`config.mk`:
```
export PLATFORM = sky130hd
export DESIGN_NAME = stream_merge2
export DESIGN_NICKNAME = d
export VERILOG_FILES = /design/src/rtl/stream_pkg.sv /design/src/rtl/stream_fifo_fwft.sv /design/src/rtl/stream_merge2.sv
export SDC_FILE = /design/constraint.sdc
export NUM_CORES = 1
export LEC_CHECK = 0
export CORE_MARGIN = 2
export CORE_UTILIZATION = 55
export DETAILED_ROUTE_END_ITERATION = 12
export GPL_TIMING_DRIVEN = 0
export PLACE_DENSITY = 0.82
export SLEW_MARGIN = 30
export SYNTH_ARGS = -nofsm -noshare
export SYNTH_HDL_FRONTEND = slang
export SYNTH_HIERARCHICAL = 1
export SYNTH_SLANG_ARGS = --single-unit
```
`constraint.sdc`:
```
create_clock -name clk -period 5.02 [get_ports clk]
set_input_delay 0.753 -clock clk [delete_from_list [all_inputs] [get_ports clk]]
set_output_delay 0.753 -clock clk [all_outputs]
set_load 0.01 [all_outputs]
```
`src/rtl/stream_pkg.sv`:
```
// Shared definitions for the user-side stream merging stages.
package stream_pkg;

    // Width of one BFT payload word as delivered by leaf_interface.
    localparam int DEFAULT_PAYLOAD_BITS = 32;

    // A single tag bit is enough to name which of the two ports delivered a word.
    localparam int SRC_BITS = 1;

    // Width of a word as stored in the output buffer: source tag above payload.
    localparam int TAGGED_BITS = DEFAULT_PAYLOAD_BITS + SRC_BITS;

    // Source tag values.
    localparam logic SRC_PORT1 = 1'b0;
    localparam logic SRC_PORT2 = 1'b1;

endpackage

```
`src/rtl/stream_fifo_fwft.sv`:
```
// First-word-fall-through FIFO: the head entry is always presented on dout.
// Pointers carry one extra wrap bit so full and empty can be told apart.
module stream_fifo_fwft #(
    parameter int WIDTH      = 33,
    parameter int DEPTH_BITS = 2
) (
    input  logic             clk,
    input  logic             rst_n,
    input  logic             push,
    input  logic [WIDTH-1:0] din,
    output logic             full,
    input  logic             pop,
    output logic [WIDTH-1:0] dout,
    output logic             empty
);

    localparam int DEPTH = 1 << DEPTH_BITS;

    logic [WIDTH-1:0]    mem [DEPTH];
    logic [DEPTH_BITS:0] wr_ptr;
    logic [DEPTH_BITS:0] rd_ptr;
    logic                do_push;
    logic                do_pop;

    assign empty   = (wr_ptr == rd_ptr);
    assign full    = (wr_ptr[DEPTH_BITS] != rd_ptr[DEPTH_BITS]) &&
                     (wr_ptr[DEPTH_BITS-1:0] == rd_ptr[DEPTH_BITS-1:0]);
    assign do_push = push && !full;
    assign do_pop  = pop && !empty;
    assign dout    = mem[rd_ptr[DEPTH_BITS-1:0]];

    // Advance the read and write pointers on accepted pops and pushes.
    always_ff @(posedge clk or negedge rst_n) begin
        if (!rst_n) begin
            wr_ptr <= '0;
            rd_ptr <= '0;
        end else begin
            if (do_push) begin
                wr_ptr <= wr_ptr + 1'b1;
            end
            if (do_pop) begin
                rd_ptr <= rd_ptr + 1'b1;
            end
        end
    end

    // Storage is cleared on reset so the head reads as zero until the first push.
    always_ff @(posedge clk or negedge rst_n) begin
        if (!rst_n) begin
            for (int i = 0; i < DEPTH; i++) begin
                mem[i] <= '0;
            end
        end else if (do_push) begin
            mem[wr_ptr[DEPTH_BITS-1:0]] <= din;
        end
    end

endmodule

```
`src/rtl/stream_merge2.sv`:
```
// Merges the two leaf_interface output streams into one tagged, buffered
// stream using round-robin arbitration, with per-port accepted-word counters.
module stream_merge2
    import stream_pkg::*;
#(
    parameter int PAYLOAD_BITS    = DEFAULT_PAYLOAD_BITS,
    parameter int FIFO_DEPTH_BITS = 2,
    parameter int CNT_BITS        = 16
) (
    input  logic                    clk,
    input  logic                    resetn,
    input  logic [PAYLOAD_BITS-1:0] din1,
    input  logic                    val_in1,
    output logic                    ready_upward1,
    input  logic [PAYLOAD_BITS-1:0] din2,
    input  logic                    val_in2,
    output logic                    ready_upward2,
    output logic [PAYLOAD_BITS-1:0] dout,
    output logic                    src_out,
    output logic                    val_out,
    input  logic                    ready_downward,
    output logic [CNT_BITS-1:0]     cnt1,
    output logic [CNT_BITS-1:0]     cnt2
);

    localparam int WORD_BITS = PAYLOAD_BITS + SRC_BITS;

    logic                 prio;
    logic                 full;
    logic                 empty;
    logic                 accept1;
    logic                 accept2;
    logic [WORD_BITS-1:0] fifo_din;
    logic [WORD_BITS-1:0] fifo_dout;

    // A port is offered the slot when the buffer has room and either it holds
    // priority or the other port has nothing to send; this grants at most one.
    assign ready_upward1 = !full && (prio == SRC_PORT1 || !val_in2);
    assign ready_upward2 = !full && (prio == SRC_PORT2 || !val_in1);
    assign accept1       = val_in1 && ready_upward1;
    assign accept2       = val_in2 && ready_upward2;
    assign fifo_din      = accept2 ? {SRC_PORT2, din2} : {SRC_PORT1, din1};

    assign val_out = !empty;
    assign src_out = fifo_dout[WORD_BITS-1];
    assign dout    = fifo_dout[PAYLOAD_BITS-1:0];

    // After serving a port, hand priority to the other one so that two busy
    // ports alternate while a lone busy port still streams every cycle.
    always_ff @(posedge clk or negedge resetn) begin
        if (!resetn) begin
            prio <= SRC_PORT1;
        end else if (accept1) begin
            prio <= SRC_PORT2;
        end else if (accept2) begin
            prio <= SRC_PORT1;
        end
    end

    // Count accepted words per port; the counters wrap rather than saturate.
    always_ff @(posedge clk or negedge resetn) begin
        if (!resetn) begin
            cnt1 <= '0;
            cnt2 <= '0;
        end else begin
            if (accept1) begin
                cnt1 <= cnt1 + CNT_BITS'(1);
            end
            if (accept2) begin
                cnt2 <= cnt2 + CNT_BITS'(1);
            end
        end
    end

    stream_fifo_fwft #(
        .WIDTH      (WORD_BITS),
        .DEPTH_BITS (FIFO_DEPTH_BITS)
    ) u_fifo (
        .clk   (clk),
        .rst_n (resetn),
        .push  (accept1 || accept2),
        .din   (fifo_din),
        .full  (full),
        .pop   (ready_downward),
        .dout  (fifo_dout),
        .empty (empty)
    );

endmodule

```
---- After elaboration in Yosys (flattened, before gate mapping) ----
Cells that the tools add are included.
word-level totals
  bits in registers ....................... 171
  input bits .............................. 69
  logic and storage cells ................. 47
cells by class
  add/subtract/negate cells ............... 4
  order comparisons ....................... 3
  eq/ne operators ......................... 3
  muxes and demuxes ....................... 9
  bitwise logic cells ..................... 3
  reductions and logical operators ........ 16
operators by type and width
  kind                                                 number
  bitwise mux 132 bit                                  1
  2-to-1 mux 33 bit                                    4
  binary-select mux 33 bit (select 2 bit)              1
  demux 33 bit (select 2 bit)                          1
  adder 16 x 1 -> 16 bit (second input constant)       2
  logical AND 1 bit                                    8
  adder 3 x 1 -> 3 bit (second input constant)         2
  >= comparator 3 bit (second input constant)          2
  inverter 2 -> 3 bit                                  2
  zero test 1 bit                                      4
  == test 3 bit                                        1
  logical OR 1 bit                                     3
  < comparator 3 x 1 -> 1 bit (second input constant)  1
  == test 2 bit                                        1
  2-to-1 mux 1 bit                                     2
  nonzero test 2 bit                                   1
  inequality test 1 bit                                1
  inverter 1 bit                                       1

---- Longest topological paths before layout ----
Gate-level depths: netlist of run 1.
  depth after elaboration ................. 7
  mapped depth ............................ 11

---- Cells and area by module ----
Netlist of run 1, hierarchy kept.
modules (own cells, without submodules)
  module            instances  cells each  area an instance (µm²)
  stream_fifo_fwft  1          363         6,720.2
  stream_merge2     1          236         1,938.1

---- Worst setup path after synthesis of run 1 ----
No wires, ideal clock.
  path kind ............................... register to register
  from .................................... register u_fifo.rd_ptr[1]
  to ...................................... register u_fifo/mem[10] (netlist bit)
  setup time .............................. 0.125 ns
  arrival ................................. 2.384 ns
  required time ........................... 4.895 ns
  path slack .............................. 2.510 ns
  stages on the path, launching flop included .. 11
  cell sequence ........................... dfrtp_1 clkbuf_8 xnor2_2 nand2_1 nor2_1 nor2_1 clkdlybuf4s25_2 nand2_1 a31oi_4 buf_6 mux2_4
between the ends
  cells in the longest elaborated chain, start to end .. 7
  elaborated cells on any way between the ends .. 11
  classes of those cells .................. eq/ne: 1; mux: 2; reduce/logical: 8
ends and longest elaborated chain
  element                                                   line                                                              text
  start, declared                                           stream_fifo_fwft.sv:21                                            logic [DEPTH_BITS:0] rd_ptr;
  start signal, assigned                                    stream_fifo_fwft.sv:42                                            rd_ptr <= rd_ptr + 1'b1;
  == test 2 bit *                                           stream_fifo_fwft.sv:27                                            (wr_ptr[DEPTH_BITS-1:0] == rd_ptr[DEPTH_BITS-1:0]);
  logical AND 1 bit *                                       stream_fifo_fwft.sv:26                                            assign full = (wr_ptr[DEPTH_BITS] != rd_ptr[DEPTH_BITS]) &&
  net full                                                  stream_merge2.sv:29                                               logic full;
  zero test 1 bit *                                         stream_fifo_fwft.sv:28, stream_merge2.sv:38, stream_merge2.sv:39
  logical AND 1 bit (on tied branches)                      stream_merge2.sv:39, stream_merge2.sv:38
  logical AND 1 bit (on tied branches)                      stream_merge2.sv:41, stream_merge2.sv:40
  2-to-1 mux 33 bit or logical OR 1 bit (tied branches)     stream_merge2.sv:42, stream_merge2.sv:81
  bitwise mux 132 bit or logical AND 1 bit (tied branches)  stream_fifo_fwft.sv:54, stream_fifo_fwft.sv:28
  end signal, assigned by index                             stream_fifo_fwft.sv:54                                            mem[wr_ptr[DEPTH_BITS-1:0]] <= din;
  end, declared                                             stream_fifo_fwft.sv:19                                            logic [WIDTH-1:0] mem [DEPTH];
Mark *: on every way through the listed nets, which the timed path passes. The rest lies on a longest branch.
A chain may end at the register's enable or synchronous reset.

---- Worst setup path after layout of run 1 ----
  from .................................... register u_fifo.rd_ptr[1]
  to ...................................... output ready_upward2
between the ends
  cells in the longest elaborated chain, start to end .. 4
ends and longest elaborated chain
  element            line                    text
  == test 2 bit      stream_fifo_fwft.sv:27
  logical AND 1 bit  stream_fifo_fwft.sv:26
  net full           stream_merge2.sv:29
  zero test 1 bit    stream_merge2.sv:39     assign ready_upward2 = !full && (prio == SRC_PORT2 || !val_in1);
  logical AND 1 bit  stream_merge2.sv:39
  end, declared      stream_merge2.sv:17     output logic ready_upward2,
The timed path passes the listed nets, and every way through them passes these cells.

==> flow_summary.json, run 1 <==
{
  "clock.fmax_mhz": 298.0,
  "slew_viol_final": 0,
  "status": "finished clean",
  "finalHoldViolCount": 0,
  "drive_gt1_share_pct": 31.60,
  "dp_cells": 948,
  "synth_area_leaders": "dfrtp_1, mux2_4, mux4_2",
  "finalSetupViolations": 0,
  "timing.final.crit_share_pct": 66.85,
  "reg2reg_slack_ns": 1.92,
  "tightest_slew_ns": 0.7744,
  "cts_made_buffers": 17,
  "clock-sinks": 171,
  "grt_pass1_wl_um": 30090,
  "power.share.clock_pct": 16.0,
  "cts_resized": 0,
  "async_reset_ff_share_pct": 100.0,
  "cts_hold_buffers": 0,
  "drc": 0,
  "stdcell_count": 980,
  "grt_pass1_vias": 5677,
  "ys_seq_elements": 171,
  "antennaDiodeCount": 0,
  "ios": 137,
  "grt_start_max_net_pins": 70,
  "rows": 45,
  "final-seq-area_sq_um": 4279,
  "ant_nets": 0,
  "slowest_stage": "clkdlybuf4s50_1",
  "finalCriticalPeriod_ns": 3.356,
  "avgSynthCellArea_sq_um": 14.45,
  "postCtsSetupRepairBufs": 0,
  "start_util_pct": 56.54,
  "port_buffers": 136,
  "pwr-share-seq_pct": 30.5,
  "rsz0062_at_grt": "no",
  "hold_ws_ns": 0.2118,
  "vdd_ir_drop_max_v": 0.0003756,
  "synth_top_area_cell": "dfrtp_1",
  "clk_path_buf_depth": 2,
  "synthCells": 599,
  "synth_top_area_share_pct": 49.42,
  "crit_fanout": 9,
  "syn2layout_area_growth_pct": 26.07,
  "fin_worst_skew_ns": 0.01656,
  "hp-class": "in2async",
  "via_count": 5261,
  "setup_total_negative_slack_ns": 0,
  "dieArea_sq_um": 16760,
  "grt_antenna_before_repair": 0,
  "synth_ff_type": "dfrtp_1",
  "pwr-share-comb_pct": 53.5,
  "grt_usage_pct": 23.64,
  "required_ns": 4.27,
  "cp_top_family": "buffers and inverters",
  "max_cap_viol_count": 0,
  "avgRoutedWirePerCell_um": 19.18,
  "firstDrtPassIters": 4,
  "crit_chain": "clkbuf_8, xnor2_2, nand2_1, nor2_1, nor2_1, clkdlybuf4s50_1",
  "die_h_um": 129.5,
  "syn_nets": 675,
  "cp-end-kind": "output port",
  "cts_root_buf": "clkbuf_16",
  "cts_tree": "yes",
  "critPathKind": "reg2out",
  "switching_share_pct": 33.88,
  "die_width_um": 129.5,
  "p_leak_nw": 4.858,
  "switching_power_mw": 2.734,
  "drt_iter0_drc": 269,
  "gp_congestion": 0.7849,
  "intPower_mw": 5.336,
  "path_buf_inv": 2,
  "overflow": 0,
  "synth-warning-count": 6,
  "cp-start-kind": "register",
  "power_mw": 8.070,
  "crit_arrival_ns": 2.60,
  "core-area_sq_um": 15310,
  "seq_area_frac_synth_pct": 49.42,
  "via_per_inst": 5.368,
  "critical_path.most_common_cell": "nor2_1",
  "drt_wl_total_um": 18800,
  "worst_path_largest_cell_delay_ns": 0.50,
  "synth.distinct_cells": 42,
  "hpwl_um": 12720,
  "relSlewSlack_pct": 48.37,
  "h-tree-depth": 4,
  "fin_nets": 832,
  "p_per_area_nw_per_um2": 739.4,
  "syn-cell-area_sq_um": 8658,
  "multi_input_area_sq_um": 4106,
  "n_fill_cell": 996,
  "placedInstanceArea_sq_um": 10340,
  "finish.instance_area_sq_um": 10920,
  "clk_latency_ns": 0.43,
  "path_clk_slew_ns": 0.06,
  "synth_edf_count": 0
}
## final timing paths
| kind | startpoint | end | cells past startpoint |
|---|---|---|---|
| worst max register to register | u_fifo/rd_ptr[1]$_DFFE_PN0P_ | u_fifo/mem[38]$_DFFE_PN0P_ | 11 |
| worst min-delay path | resetn | u_fifo/mem[118]$_DFFE_PN0P_ | 1 |
| max in group asynchronous | resetn | u_fifo/mem[39]$_DFFE_PN0P_ | 3 |
| worst max-delay path | u_fifo/rd_ptr[1]$_DFFE_PN0P_ | ready_upward2 | 6 |
| min in group clk | cnt1[15]$_DFFE_PN0P_ | cnt1[15]$_DFFE_PN0P_ | 1 |
| worst min register to register | cnt1[15]$_DFFE_PN0P_ | cnt1[15]$_DFFE_PN0P_ | 1 |
## worst register-to-register path, delay by kind of cell (launching register included)
kind                   cells  cell delay (ns)
XOR/XNOR                   1             0.46
buffers and inverters      3             0.58
flip-flops                 1             0.39
multiplexers               1             0.30
AND/OR/NAND/NOR            6             1.28
## logic make-up (layout without fill, tap and decap cells)
| logic type | Yosys count | in the layout | share of synthesized area (%) |
|---|---|---|---|
| DFF | 171 | 171 | 49.42 |
| muxes | 168 | 168 | 31.30 |
| and+or+nand+nor | 165 | 165 | 8.859 |
| xor gates and xnor gates | 38 | 38 | 4.451 |
| buffers and inverters | 37 | 207 | 3.150 |
| AOI/OAI and AO/OA | 13 | 13 | 1.806 |
| adders and majority gates | 7 | 7 | 1.012 |
## synthesized netlist by cell type, types with 2 or more instances
cell	number
mux4_2	33
nor4_4	2
clkbuf_1	5
nor2_1	11
mux2_2	16
nand2b_4	2
nor3_1	6
dfrtp_1	171
and3_1	3
a31oi_4	4
xnor2_1	23
mux2_4	119
ha_1	7
o311ai_0	2
and4_1	2
o31ai_1	2
inv_1	7
buf_6	14
nand3b_1	3
buf_2	7
o21ai_0	2
nand4_1	6
nand2_1	117
nand3_1	7
xor2_1	11
## placed cells by master (no fill, tap or decap), types with 2 or more instances in the layout
master           Yosys  layout
dfrtp_1            171     171
a31oi_4              4       4
nand4_1              6       6
buf_2                7       7
nor3_1               6       6
clkbuf_16            0      17
o21ai_0              2       2
nand2b_4             2       2
mux4_2              33      33
ha_1                 7       7
clkinvlp_4           0       2
clkbuf_8             1       2
buf_16               0       2
mux2_2              16      16
xnor2_1             23      23
nor2_1              11      11
nand3_1              7       7
xor2_1              11      11
inv_1                7       7
nor4_4               2       2
o311ai_0             2       2
mux2_4             119     119
o31ai_1              2       2
clkinv_2             0       4
nand2_1            117     117
clkbuf_1             5       8
and4_1               2       2
nand3b_1             3       3
clkinv_4             0       3
bufinv_16            0       2
buf_6               14      14
clkdlybuf4s50_1      0     135
and3_1               3       3
## final cells by class
type                    instances  share of cell area, %
flip-flops and latches        171                  39.20
multi-input cells             391                  37.62
repair buffers                138                  13.02
clock buffers                  21                  4.127
well taps                     211                  2.419
plain buffers                  29                  2.224
clock inverters                11                  1.112
inverters                       8                 0.2751
## routing by layer
metal | part of all wire (%) | vias to the layer above | track usage (%)
met2 | 51 | 116 | 39.16
met4 | 1.3 | 0 | 7.590
li1 | - | 2418 | -
met5 | 0 | - | 0
met3 | 4.0 | 19 | 4.748
met1 | 44 | 2708 | 31.72
## registers in the layout, summed over array words and instances (netlist names)
signal	flops
cnt1	16
u_fifo/mem	132
prio	1
u_fifo/rd_ptr	3
u_fifo/wr_ptr	3
cnt2	16
## power groups by stage
| stage | registers [mW] | logic, mW | clock network [mW] |
|---|---|---|---|
| after floorplan | 2.35 | 3.04 | 0 |
| after global placement | 2.40 | 4.23 | 0 |
| after detailed placement | 2.46 | 4.34 | 0 |
| after CTS | 2.45 | 4.37 | 1.31 |
| after global routing | 2.54 | 4.60 | 1.37 |
| final | 2.46 | 4.32 | 1.29 |
## through the flow
step | setup WS [ns] | utilization, %
2_1_floorplan | 2.510 | -
3_3_place_gp | -3.278 | 67.15
3_5_place_dp | 1.884 | 67.54
4_1_cts | 1.614 | 71.27
5_1_grt | 1.516 | 71.27
6_report | 1.664 | 71.27
(Power assumes the default switching activity.)
==> run 2, diff against run 1 <==
- CORE_UTILIZATION: 55 -> 54
- PLACE_DENSITY: 0.82 -> 0.8
- clock period: 5.02 -> 3.2 ns (I/O delays scaled with it)
==> run 2 against run 1 <==
Sequential share of layout area shrank 0.25 points. Sequential power grew 58%. Cell area grew 0.63%. Flip-flop and latch count is the same. Non-clock buffer count grew 1. Die area grew 1.8%. Combinational power grew 59%. Power grew 60%. Worst setup slack lost 1.5 ns. First-iteration DRC count grew 10%. Final cell count grew 0.41%. Wire length grew 2.2%. Critical endpoint is now u_fifo/mem[69]$_DFFE_PN0P_. Largest cell class unchanged.
==> flow_summary.json, run 2 (synthesized netlist as in run 1, its figures left out) <==
{
  "gp_congestion": 0.7802,
  "finalHoldViolCount": 0,
  "finalSetupViolations": 0,
  "reg.largest.list": "u_fifo/mem: 132 flops, cnt1: 16 flops, cnt2: 16 flops",
  "clk_path_buf_depth": 2,
  "h-tree-depth": 4,
  "max_cap_viol_count": 0,
  "layout_common_cells": "dfrtp_1, clkdlybuf4s50_1, mux2_4",
  "firstDrtPassIters": 6,
  "path_clk_slew_ns": 0.06,
  "fin_nets": 833,
  "vdd_ir_drop_max_v": 0.0007777,
  "hp-class": "reg2reg",
  "slew_viol_final": 0,
  "crit_fanout": 10,
  "tightest_slew_ns": 0.7429,
  "grt_antenna_before_repair": 0,
  "fin_util_pct": 69.65,
  "crit_path_start": "u_fifo/rd_ptr[2]$_DFFE_PN0P_",
  "top_register": "u_fifo/mem",
  "drt_iter0_drc": 297,
  "switching_share_pct": 33.70,
  "crit_arrival_ns": 3.31,
  "grt_start_max_net_pins": 65,
  "cts_tree": "yes",
  "via_per_inst": 5.385,
  "reg2reg_slack_ns": 0.20,
  "power_mw": 12.88,
  "via_count": 5299,
  "r2r_end": "u_fifo/mem[69]$_DFFE_PN0P_",
  "die_h_um": 130.6,
  "reg2regPathDepth": 10,
  "die_width_um": 130.6,
  "relSlewSlack_pct": 50.47,
  "clock.fmax_mhz": 333.6,
  "overflow": 0,
  "p_per_area_nw_per_um2": 1173,
  "finish.instance_area_sq_um": 10980,
  "pwr-share-seq_pct": 30.1,
  "largest_reg_flops": 132,
  "start_util_pct": 54.90,
  "pwr-share-comb_pct": 53.2,
  "drc": 0,
  "ios": 137,
  "required_ns": 3.51,
  "drt_wl_total_um": 19210,
  "ant_nets": 0,
  "hold_ws_ns": 0.4713,
  "switching_power_mw": 4.341,
  "core-area_sq_um": 15770,
  "critPathCapture": "u_fifo/mem[69]$_DFFE_PN0P_",
  "p_leak_nw": 4.878,
  "grt_usage_pct": 23.94,
  "pre_cts_slack_ns": 0.08334,
  "cts_root_buf": "clkbuf_16",
  "finalCriticalPeriod_ns": 2.998,
  "intPower_mw": 8.539,
  "grt_pass1_vias": 5779,
  "avgRoutedWirePerCell_um": 19.52,
  "hpwl_um": 13070,
  "postCtsSetupRepairBufs": 0,
  "final.setup.worst_slack_ns": 0.2025,
  "final-seq-area_sq_um": 4279,
  "port_buffers": 136,
  "cp-start-kind": "register",
  "critPathKind": "reg2reg",
  "hp-start": "cnt2[15]$_DFFE_PN0N_",
  "clock-sinks": 171,
  "fin_worst_skew_ns": 0.008129,
  "placedInstanceArea_sq_um": 10350,
  "cts_made_buffers": 17,
  "grt_pass1_wl_um": 30840,
  "status": "finished clean",
  "rows": 46,
  "power.share.clock_pct": 16.7,
  "r2r_start": "u_fifo/rd_ptr[2]$_DFFE_PN0P_",
  "multi_input_area_sq_um": 4118,
  "syn2layout_area_growth_pct": 26.86,
  "antennaDiodeCount": 0,
  "drive_gt1_share_pct": 31.64,
  "cp-end-kind": "register",
  "final_common_cell": "dfrtp_1",
  "clk_latency_ns": 0.43,
  "n_fill_cell": 1103,
  "timing.final.crit_share_pct": 93.67,
  "dieArea_sq_um": 17060
}
==> run 2: cell types whose count changed in the layout (fill, tap and decap cells not counted), sizes merged <==
cell	previous run	this run
bufinv	2	4
clkbuf	27	25
dlygate4sd3	0	1
inv	8	9
clkinv	7	3
clkinvlp	2	3
==> run 2: area by class of cell <==
| type | instances | share of cell area [%] |
|---|---|---|
| timing repair buffer | 139 | 13.03 |
| clock inverter | 11 | 1.549 |
| multi-input combinational | 391 | 37.49 |
| buffer | 29 | 2.210 |
| tap | 216 | 2.460 |
| sequential | 171 | 38.96 |
| clock buffer | 19 | 4.032 |
| inverter | 8 | 0.2734 |
==> run 2: power groups by stage <==
stage	sequential, mW	combinational (mW)	clock, mW
finish	3.88	6.85	2.15
global route	4.00	7.28	2.27
CTS	3.86	6.90	2.19
detailed placement	3.87	6.84	0
global placement	3.76	6.64	0
floorplan	3.69	4.76	0
==> run 2: how the worst min path moves through the flow <==
stage,end,slack (ns),cells after the start
floorplan,cnt1[0]$_DFFE_PN0P_,0.18,0
global placement,cnt1[15]$_DFFE_PN0P_,0.46,1
detailed placement,u_fifo/mem[71]$_DFFE_PN0P_,0.40,1
CTS,cnt2[15]$_DFFE_PN0N_,0.48,1
global route,cnt2[15]$_DFFE_PN0N_,0.50,1
finish,cnt2[15]$_DFFE_PN0N_,0.47,1
==> run 2: timing repair <==
item	4_1_cts	5_1_grt
hold endpoints to repair	45	0
hold buffers	1	0
setup endpoints to repair	0	82
resized for setup	0	1
==> run 2: stage by stage <==
step                       TNS [ns]  instances
after floorplan                   0        599
after global placement      -816.38        951
after detailed placement          0        953
after CTS                         0        984
after global routing      -0.002577        984
final                             0        984
==> run 2: critical path, stage by stage, from the launching register on <==
cell and delay (ns):
dfrtp_1 0.50, xor2_4 0.43, nand2_1 0.14, nor2_1 0.39, nand2b_4 0.27, nand2b_4 0.16, inv_2 0.10, clkbuf_1 0.29
nand2_1 0.16, nand2_1 0.14, mux2_2 0.30
==> run 2: layer usage <==
metal  part of all wire (%)  routed length [um]  GRT usage (%)  vias to the layer above
met5                      0                   0              0                        -
met4                    2.2                 417          9.574                        0
met3                    3.3                 632          4.520                       28
met2                     51                9721          39.28                      119
met1                     44                8434          31.85                     2740
li1                       -                   -              -                     2412
